===== config.mk =====
export PLATFORM = sky130hd
export DESIGN_NAME = rv32_decode_stage_flat
export DESIGN_NICKNAME = d
export VERILOG_FILES = /design/src/rtl/rv32_decode_stage_if.sv /design/src/rtl/rv32_decode_stage.sv /design/src/flat_wrapper.sv
export SDC_FILE = /design/constraint.sdc
export NUM_CORES = 1
export LEC_CHECK = 0
export ABC_CLOCK_PERIOD_IN_PS = 3500
export CAP_MARGIN = 20
export CORE_MARGIN = 1.5
export CORE_UTILIZATION = 44
export DETAILED_ROUTE_END_ITERATION = 12
export GPL_TIMING_DRIVEN = 1
export PLACE_DENSITY = 0.79
export SYNTH_ARGS = -nofsm -noshare
export SYNTH_HDL_FRONTEND = slang
export SYNTH_SLANG_ARGS = --single-unit

===== constraint.sdc =====
create_clock -name clk -period 3.5 [get_ports clk]
set_clock_uncertainty 0.15 [all_clocks]
set_input_delay 1.05 -clock clk [delete_from_list [all_inputs] [get_ports clk]]
set_output_delay 1.05 -clock clk [all_outputs]
set_load 0.05 [all_outputs]

===== src/rtl/rv32_decode_stage_if.sv =====
// IF/ID-to-EX bus of the RV32I decode stage: fetch inputs, stall/flush
// controls, register-file read selects and the registered ID/EX payload.
interface rv32_decode_stage_if;
   logic        if_valid;
   logic [31:0] if_instr;
   logic [31:0] if_pc;
   logic        id_ready;
   logic        stall_in;
   logic        flush;
   logic [4:0]  rf_sel_s1;
   logic [4:0]  rf_sel_s2;
   logic        ex_valid;
   logic [31:0] ex_pc;
   logic [31:0] ex_instr;
   logic [4:0]  ex_rd;
   logic [31:0] ex_imm;
   logic [3:0]  ex_alu_op;
   logic        ex_alu_src_imm;
   logic        ex_reg_write;
   logic        ex_mem_read;
   logic        ex_mem_write;
   logic        ex_branch;
   logic        ex_jump;
   logic        ex_illegal;
   logic [31:0] perf_bubbles;

   modport master (
      output if_valid, if_instr, if_pc, stall_in, flush,
      input  id_ready, rf_sel_s1, rf_sel_s2, ex_valid, ex_pc, ex_instr, ex_rd,
             ex_imm, ex_alu_op, ex_alu_src_imm, ex_reg_write, ex_mem_read,
             ex_mem_write, ex_branch, ex_jump, ex_illegal, perf_bubbles
   );

   modport slave (
      input  if_valid, if_instr, if_pc, stall_in, flush,
      output id_ready, rf_sel_s1, rf_sel_s2, ex_valid, ex_pc, ex_instr, ex_rd,
             ex_imm, ex_alu_op, ex_alu_src_imm, ex_reg_write, ex_mem_read,
             ex_mem_write, ex_branch, ex_jump, ex_illegal, perf_bubbles
   );
endinterface


===== src/rtl/rv32_decode_stage.sv =====
// RV32I instruction-decode stage: decode, immediate generation, load-use
// bubble insertion, downstream stall hold and branch flush.
module rv32_decode_stage (
   input  logic                 clk,
   input  logic                 rst,
   rv32_decode_stage_if.slave   bus
);
   localparam int unsigned XLEN  = 32;
   localparam int unsigned REG_W = 5;
   localparam int unsigned OP_W  = 4;
   localparam logic [XLEN-1:0] RESET_INSTR = 32'h0000_0013;

   localparam logic [6:0] OPC_LUI    = 7'b0110111;
   localparam logic [6:0] OPC_AUIPC  = 7'b0010111;
   localparam logic [6:0] OPC_JAL    = 7'b1101111;
   localparam logic [6:0] OPC_JALR   = 7'b1100111;
   localparam logic [6:0] OPC_BRANCH = 7'b1100011;
   localparam logic [6:0] OPC_LOAD   = 7'b0000011;
   localparam logic [6:0] OPC_STORE  = 7'b0100011;
   localparam logic [6:0] OPC_OP_IMM = 7'b0010011;
   localparam logic [6:0] OPC_OP     = 7'b0110011;
   localparam logic [6:0] OPC_FENCE  = 7'b0001111;
   localparam logic [6:0] OPC_SYSTEM = 7'b1110011;

   typedef enum logic {ST_RUN = 1'b0, ST_HOLD = 1'b1} state_t;

   state_t r_state;
   state_t w_state_nxt;

   logic             r_ex_valid;
   logic [XLEN-1:0]  r_ex_pc;
   logic [XLEN-1:0]  r_ex_instr;
   logic [REG_W-1:0] r_ex_rd;
   logic [XLEN-1:0]  r_ex_imm;
   logic [OP_W-1:0]  r_ex_alu_op;
   logic             r_ex_alu_src_imm;
   logic             r_ex_reg_write;
   logic             r_ex_mem_read;
   logic             r_ex_mem_write;
   logic             r_ex_branch;
   logic             r_ex_jump;
   logic             r_ex_illegal;
   logic [XLEN-1:0]  r_perf_bubbles;

   logic [6:0]       w_opc;
   logic [2:0]       w_funct3;
   logic [REG_W-1:0] w_rs1;
   logic [REG_W-1:0] w_rs2;
   logic [REG_W-1:0] w_rd;
   logic [XLEN-1:0]  w_imm_i, w_imm_s, w_imm_b, w_imm_u, w_imm_j;
   logic [XLEN-1:0]  w_imm;
   logic [OP_W-1:0]  w_alu_op;
   logic             w_alu_src_imm, w_reg_write, w_mem_read, w_mem_write;
   logic             w_branch, w_jump, w_illegal;
   logic             w_uses_rs1, w_uses_rs2;
   logic             w_hazard;
   logic             w_take;
   logic             w_sel_hold;
   logic             w_id_ready;

   assign w_opc    = bus.if_instr[6:0];
   assign w_funct3 = bus.if_instr[14:12];
   assign w_rs1    = bus.if_instr[19:15];
   assign w_rs2    = bus.if_instr[24:20];

   assign w_imm_i = {{20{bus.if_instr[31]}}, bus.if_instr[31:20]};
   assign w_imm_s = {{20{bus.if_instr[31]}}, bus.if_instr[31:25], bus.if_instr[11:7]};
   assign w_imm_b = {{20{bus.if_instr[31]}}, bus.if_instr[7], bus.if_instr[30:25],
                     bus.if_instr[11:8], 1'b0};
   assign w_imm_u = {bus.if_instr[31:12], 12'b0};
   assign w_imm_j = {{12{bus.if_instr[31]}}, bus.if_instr[19:12], bus.if_instr[20],
                     bus.if_instr[30:21], 1'b0};

   // Opcode decode of the instruction currently offered by IF
   always_comb begin
      w_imm         = '0;
      w_alu_op      = '0;
      w_alu_src_imm = 1'b0;
      w_reg_write   = 1'b0;
      w_mem_read    = 1'b0;
      w_mem_write   = 1'b0;
      w_branch      = 1'b0;
      w_jump        = 1'b0;
      w_illegal     = 1'b0;
      w_uses_rs1    = 1'b0;
      w_uses_rs2    = 1'b0;
      case (w_opc)
         OPC_LUI, OPC_AUIPC: w_imm = w_imm_u;
         OPC_JAL: begin
            w_imm       = w_imm_j;
            w_jump      = 1'b1;
            w_reg_write = 1'b1;
         end
         OPC_JALR: begin
            w_imm       = w_imm_i;
            w_jump      = 1'b1;
            w_reg_write = 1'b1;
            w_uses_rs1  = 1'b1;
         end
         OPC_BRANCH: begin
            w_imm      = w_imm_b;
            w_branch   = 1'b1;
            w_uses_rs1 = 1'b1;
            w_uses_rs2 = 1'b1;
         end
         OPC_LOAD: begin
            w_imm       = w_imm_i;
            w_mem_read  = 1'b1;
            w_reg_write = 1'b1;
            w_uses_rs1  = 1'b1;
         end
         OPC_STORE: begin
            w_imm       = w_imm_s;
            w_mem_write = 1'b1;
            w_uses_rs1  = 1'b1;
            w_uses_rs2  = 1'b1;
         end
         OPC_OP_IMM: begin
            w_imm         = w_imm_i;
            w_alu_src_imm = 1'b1;
            w_reg_write   = 1'b1;
            w_uses_rs1    = 1'b1;
            // only SRLI/SRAI carry a funct7 bit; other I-type immediates alias instr[30]
            w_alu_op      = {(w_funct3 == 3'b101) & bus.if_instr[30], w_funct3};
         end
         OPC_OP: begin
            w_reg_write = 1'b1;
            w_uses_rs1  = 1'b1;
            w_uses_rs2  = 1'b1;
            w_alu_op    = {bus.if_instr[30], w_funct3};
         end
         OPC_FENCE, OPC_SYSTEM: w_imm = '0;
         default: w_illegal = 1'b1;
      endcase
   end

   assign w_rd = w_reg_write ? bus.if_instr[11:7] : '0;

   assign w_hazard = bus.if_valid && r_ex_valid && r_ex_mem_read && (r_ex_rd != '0) &&
                     ((w_uses_rs1 && (w_rs1 == r_ex_rd)) || (w_uses_rs2 && (w_rs2 == r_ex_rd)));

   assign w_take = !bus.flush && bus.if_valid && !w_hazard;

   // FSM: state register
   always_ff @(posedge clk) begin
      if (rst) r_state <= ST_RUN;
      else     r_state <= w_state_nxt;
   end

   // FSM: next state
   always_comb begin
      w_state_nxt = ST_RUN;
      if (!bus.flush && bus.stall_in) w_state_nxt = ST_HOLD;
   end

   // FSM: outputs; a stall re-reads the held EX instruction's sources from its first cycle
   always_comb begin
      w_sel_hold = 1'b0;
      w_id_ready = 1'b0;
      if (bus.stall_in && ((r_state == ST_HOLD) || !bus.flush)) w_sel_hold = 1'b1;
      if (!rst) w_id_ready = bus.flush || (!bus.stall_in && !w_hazard);
   end

   // ID/EX pipeline registers and bubble counter
   always_ff @(posedge clk) begin
      if (rst) begin
         r_ex_valid       <= 1'b0;
         r_ex_pc          <= '0;
         r_ex_instr       <= RESET_INSTR;
         r_ex_rd          <= '0;
         r_ex_imm         <= '0;
         r_ex_alu_op      <= '0;
         r_ex_alu_src_imm <= 1'b0;
         r_ex_reg_write   <= 1'b0;
         r_ex_mem_read    <= 1'b0;
         r_ex_mem_write   <= 1'b0;
         r_ex_branch      <= 1'b0;
         r_ex_jump        <= 1'b0;
         r_ex_illegal     <= 1'b0;
         r_perf_bubbles   <= '0;
      end else if (bus.flush || !bus.stall_in) begin
         r_ex_valid       <= w_take;
         r_ex_pc          <= w_take ? bus.if_pc : '0;
         r_ex_instr       <= w_take ? bus.if_instr : RESET_INSTR;
         r_ex_rd          <= w_take ? w_rd : '0;
         r_ex_imm         <= w_take ? w_imm : '0;
         r_ex_alu_op      <= w_take ? w_alu_op : '0;
         r_ex_alu_src_imm <= w_take & w_alu_src_imm;
         r_ex_reg_write   <= w_take & w_reg_write;
         r_ex_mem_read    <= w_take & w_mem_read;
         r_ex_mem_write   <= w_take & w_mem_write;
         r_ex_branch      <= w_take & w_branch;
         r_ex_jump        <= w_take & w_jump;
         r_ex_illegal     <= w_take & w_illegal;
         if (!bus.flush && w_hazard) r_perf_bubbles <= r_perf_bubbles + XLEN'(1);
      end
   end

   assign bus.id_ready       = w_id_ready;
   assign bus.rf_sel_s1      = w_sel_hold ? r_ex_instr[19:15] : w_rs1;
   assign bus.rf_sel_s2      = w_sel_hold ? r_ex_instr[24:20] : w_rs2;
   assign bus.ex_valid       = r_ex_valid;
   assign bus.ex_pc          = r_ex_pc;
   assign bus.ex_instr       = r_ex_instr;
   assign bus.ex_rd          = r_ex_rd;
   assign bus.ex_imm         = r_ex_imm;
   assign bus.ex_alu_op      = r_ex_alu_op;
   assign bus.ex_alu_src_imm = r_ex_alu_src_imm;
   assign bus.ex_reg_write   = r_ex_reg_write;
   assign bus.ex_mem_read    = r_ex_mem_read;
   assign bus.ex_mem_write   = r_ex_mem_write;
   assign bus.ex_branch      = r_ex_branch;
   assign bus.ex_jump        = r_ex_jump;
   assign bus.ex_illegal     = r_ex_illegal;
   assign bus.perf_bubbles   = r_perf_bubbles;
endmodule


===== src/flat_wrapper.sv =====
// flat-port wrapper written by rule: the top's interface ports become plain ports
module rv32_decode_stage_flat 
  (clk, rst, bus_if_valid, bus_if_instr, bus_if_pc, bus_stall_in, bus_flush, bus_id_ready, bus_rf_sel_s1, bus_rf_sel_s2, bus_ex_valid, bus_ex_pc, bus_ex_instr, bus_ex_rd, bus_ex_imm, bus_ex_alu_op, bus_ex_alu_src_imm, bus_ex_reg_write, bus_ex_mem_read, bus_ex_mem_write, bus_ex_branch, bus_ex_jump, bus_ex_illegal, bus_perf_bubbles);
  rv32_decode_stage_if bus_i ();
  input  logic clk;
  input  logic rst;
  input wire logic [$bits(bus_i.if_valid)-1:0] bus_if_valid;
  input wire logic [$bits(bus_i.if_instr)-1:0] bus_if_instr;
  input wire logic [$bits(bus_i.if_pc)-1:0] bus_if_pc;
  input wire logic [$bits(bus_i.stall_in)-1:0] bus_stall_in;
  input wire logic [$bits(bus_i.flush)-1:0] bus_flush;
  output wire logic [$bits(bus_i.id_ready)-1:0] bus_id_ready;
  output wire logic [$bits(bus_i.rf_sel_s1)-1:0] bus_rf_sel_s1;
  output wire logic [$bits(bus_i.rf_sel_s2)-1:0] bus_rf_sel_s2;
  output wire logic [$bits(bus_i.ex_valid)-1:0] bus_ex_valid;
  output wire logic [$bits(bus_i.ex_pc)-1:0] bus_ex_pc;
  output wire logic [$bits(bus_i.ex_instr)-1:0] bus_ex_instr;
  output wire logic [$bits(bus_i.ex_rd)-1:0] bus_ex_rd;
  output wire logic [$bits(bus_i.ex_imm)-1:0] bus_ex_imm;
  output wire logic [$bits(bus_i.ex_alu_op)-1:0] bus_ex_alu_op;
  output wire logic [$bits(bus_i.ex_alu_src_imm)-1:0] bus_ex_alu_src_imm;
  output wire logic [$bits(bus_i.ex_reg_write)-1:0] bus_ex_reg_write;
  output wire logic [$bits(bus_i.ex_mem_read)-1:0] bus_ex_mem_read;
  output wire logic [$bits(bus_i.ex_mem_write)-1:0] bus_ex_mem_write;
  output wire logic [$bits(bus_i.ex_branch)-1:0] bus_ex_branch;
  output wire logic [$bits(bus_i.ex_jump)-1:0] bus_ex_jump;
  output wire logic [$bits(bus_i.ex_illegal)-1:0] bus_ex_illegal;
  output wire logic [$bits(bus_i.perf_bubbles)-1:0] bus_perf_bubbles;
  assign bus_i.if_valid = bus_if_valid;
  assign bus_i.if_instr = bus_if_instr;
  assign bus_i.if_pc = bus_if_pc;
  assign bus_i.stall_in = bus_stall_in;
  assign bus_i.flush = bus_flush;
  assign bus_id_ready = bus_i.id_ready;
  assign bus_rf_sel_s1 = bus_i.rf_sel_s1;
  assign bus_rf_sel_s2 = bus_i.rf_sel_s2;
  assign bus_ex_valid = bus_i.ex_valid;
  assign bus_ex_pc = bus_i.ex_pc;
  assign bus_ex_instr = bus_i.ex_instr;
  assign bus_ex_rd = bus_i.ex_rd;
  assign bus_ex_imm = bus_i.ex_imm;
  assign bus_ex_alu_op = bus_i.ex_alu_op;
  assign bus_ex_alu_src_imm = bus_i.ex_alu_src_imm;
  assign bus_ex_reg_write = bus_i.ex_reg_write;
  assign bus_ex_mem_read = bus_i.ex_mem_read;
  assign bus_ex_mem_write = bus_i.ex_mem_write;
  assign bus_ex_branch = bus_i.ex_branch;
  assign bus_ex_jump = bus_i.ex_jump;
  assign bus_ex_illegal = bus_i.ex_illegal;
  assign bus_perf_bubbles = bus_i.perf_bubbles;
  rv32_decode_stage u_core (.clk(clk), .rst(rst), .bus(bus_i));
endmodule

==> impl_metrics.sql <==
INSERT INTO impl_metrics (metric_group, metric, value, unit) VALUES
('layout', 'antenna_cells', '0', ''),
('layout', 'layout-area-overhead-vs-synth', '57.9', '%'),
('logic_synthesis', 'ys_ff_latch', '146', ''),
('timing', 'layout_setup_ws', '0.0404', 'ns'),
('timing', 'finalHoldViolations', '0', ''),
('floorplanning', 'placeableCoreArea', '13200', 'um2'),
('critical_path', 'crit_type', 'in -> out', ''),
('drt', 'post_route_wl', '20.4', 'mm'),
('status', 'outcome', 'finished, final reports clean', ''),
('drt', 'detail_route.drc_violations', '0', ''),
('floorplanning', 'core.rowCount', '42', ''),
('clocking', 'htree_levels', '4', ''),
('logic_synthesis', 'number_of_synthesized_flops_with_an_enable_pin', '0', ''),
('timing', 'slew_headroom', '0.593', ''),
('clocking', 'cts.root.buffer_cell', 'clkbuf_16', ''),
('floorplanning', 'die_height', '119', 'um'),
('layout', 'drive_gt1_frac', '0.169', ''),
('layout', 'final_instance_count_without_filler_cells', '1041', ''),
('drt', 'detail_route.vias_per_cell', '5.89', ''),
('timing', 'period_share', '0.988', ''),
('logic_synthesis', 'proportion_of_synthesized_flip_flops_having_asynchronous_set_or_reset', '0', ''),
('critical_path', 'startpoint_type', 'input port', ''),
('timing', 'maxClockFrequency', '0.289', 'GHz'),
('drt', 'detail_route.iter0.violations', '553', ''),
('worst_hold_path', 'holdCritPathClass', 'reg -> reg', ''),
('clocking', 'worst_skew_pair_later_pin_latency', '0.43', 'ns'),
('placed_design', 'dpl_cell_area', '8620', 'um2'),
('clocking', 'cts_buffer_depth', '2', ''),
('layout', 'layout.filler_cells', '999', ''),
('global_routing', 'global_route_congestion_overflow_total', '0', ''),
('critical_path', 'worst_setup_path_startpoint', 'bus_if_instr[6]', ''),
('placed_design', 'hpwl', '14.2', 'mm'),
('placed_design', 'placedCellCount', '1005', ''),
('worst_hold_path', 'worst_hold_startpoint', 'u_core.bus.ex_illegal$_SDFFE_PP0N_', ''),
('placed_design', 'dpl_worst_slack', '-0.451', 'ns'),
('layout', 'stdcell_area', '9410', 'um2'),
('global_routing', 'globalRouteTotalUtil', '0.285', ''),
('layout', 'layout.area.seq', '2920', 'um2'),
('logic_synthesis', 'synthTopCellsByArea', 'dfxtp_1 (49%), a22o_1 (9.8%), a21oi_1 (3.9%), o31ai_1 (3.7%), or4_1 (3.5%)', ''),
('timing', 'totalNegativeSetupSlack', '0', 'ns'),
('floorplanning', 'dieArea', '14200', 'um2'),
('timing', 'setup_viol', '0', ''),
('clocking', 'post_cts_hold_buffer_count', '0', ''),
('global_routing', 'antenna_found_initial', '0', ''),
('job', 'cap_violations', '0', ''),
('logic_synthesis', 'synth_area_per_cell', '9.88', 'um2'),
('clocking', 'cts.sinks', '146', ''),
('logic_synthesis', 'synth_sequential_area_ratio', '0.491', ''),
('critical_path', 'worst-path-max-fanout', '3', ''),
('layout', 'final_net_count', '923', ''),
('drt', 'antenna_violating_nets_post_route', '0', ''),
('logic_synthesis', 'netlist_area', '5960', 'um2'),
('global_routing', 'grt_pass1_vias', '6161', ''),
('power_and_ir_drop', 'power.density', '416', 'nW/um2'),
('timing', 'final_max_slew_viol_count', '0', ''),
('power_and_ir_drop', 'vdd_drop_max', '0.000296', 'V'),
('critical_path', 'end_kind', 'output port', ''),
('layout', 'layout.core_utilization', '0.711', ''),
('floorplanning', 'fp.dieW', '119', 'um'),
('floorplanning', 'initial_utilization', '0.450', ''),
('logic_synthesis', 'syn_inst', '603', ''),
('timing', 'period_minus_slack', '3.46', 'ns'),
('drt', 'dr_total_vias', '6131', ''),
('floorplanning', 'pin_count', '225', ''),
('logic_synthesis', 'synth.largest_area_cell', 'dfxtp_1', ''),
('critical_path', 'crit_required', '2.30', 'ns'),
('critical_path', 'timing.critical_path.arrival', '2.26', 'ns'),
('placed_design', 'gpl.final_weighted_congestion', '0.865', ''),
('timing', 'tightestPinTransition', '0.608', 'ns'),
('drt', 'post_drt_wl_per_cell', '19.6', 'um'),
('logic_synthesis', 'post_synth_num_cell_types', '55', '');
==> per-layer routing <==
| metal | wire length, um | GRT usage | vias up |
|---|---|---|---|
| li1 | - | - | 2837 |
| met1 | 8090 | 0.330 | 2926 |
| met2 | 9920 | 0.477 | 302 |
| met3 | 1680 | 0.0886 | 66 |
| met4 | 742 | 0.143 | 0 |
| met5 | 0 | 0 | - |
==> layout by cell type, fill, tap and decap left out, types with 7 or more instances in the layout <==
cell type	count
a21oi_1	45
a221o_1	11
a22o_1	67
a32o_1	9
and2_1	7
and3_1	7
and4_1	7
buf_4	53
buf_6	10
buf_8	8
clkbuf_16	17
clkdlybuf4s50_1	193
dfxtp_1	146
dlygate4sd2_1	8
nand2_1	43
nand3_1	16
nand4_1	16
nor2_1	14
o21ai_0	26
o31ai_1	29
or4_1	28
xnor2_2	7
==> where the power goes <==
part | leakage (nW) | internal (mW) | total [mW] | switching (mW)
clock | 0.284 | 1.10 | 1.80 | 0.703
combinational | 1.95 | 0.189 | 0.427 | 0.238
sequential | 1.18 | 1.68 | 1.69 | 0.0117
total | 3.42 | 2.96 | 3.92 | 0.952
==> worst max-delay path: stages <==
cell,delay (ns)
buf_4,0.13
or2_4,0.23
a211oi_2,0.27
and2_1,0.19
a21o_1,0.16
a21oi_4,0.07
buf_8,0.16
==> flip-flops by register name, summed over array words and instances, names as in the netlist, 4 cells and up <==
signal and cells:
u_core.bus.ex_rd 5, u_core.bus.ex_imm 32, u_core.bus.ex_alu_op 4, u_core.bus.ex_instr 32, u_core.bus.perf_bubbles 32, u_core.bus.ex_pc 32
==> cell usage after synthesis, drive strengths merged (5+ instances only) <==
master	number
nand2	43
and4	7
or4	28
a22o	67
o21ai	27
nand4	17
nor3	5
buf	15
xnor2	10
nor2	14
and3	7
mux2	12
inv	7
a32o	9
nand3	18
and2	7
dfxtp	146
a21oi	47
a221o	11
o31ai	29
clkbuf	36
==> cell type report <==
class / count / share of cell area
sequential: 146 / 0.311
multi-input combinational: 399 / 0.311
timing repair buffer: 282 / 0.291
clock buffer: 21 / 0.0500
tap: 176 / 0.0234
clock inverter: 10 / 0.0116
inverter: 7 / 0.00293
==> worst paths after layout <==
check,endpoint,slack (ns),depth (start not counted)
max reg2reg,u_core.bus.perf_bubbles[12]$_SDFFE_PP0P_,0.72,8
min reg2reg,u_core.bus.ex_illegal$_SDFFE_PP0N_,0.31,2
max,bus_id_ready,0.04,7
min,u_core.bus.ex_illegal$_SDFFE_PP0N_,0.31,2
==> timing repair <==
action                     4_1_cts  5_1_grt
buffers inserted                 4        1
resized for setup               78       26
setup endpoints to repair       11        1
pin swaps                       12       12
cloned                           1        0
==> logic make-up after synthesis <==
group,synth area share
buf+inv,0.0443
fa+ha+maj,0.00210
flops,0.491
compound gates,0.267
mux,0.0227
simple gates,0.158
xor+xnor,0.0147
No activity file was read; power rests on OpenSTA's default activity.
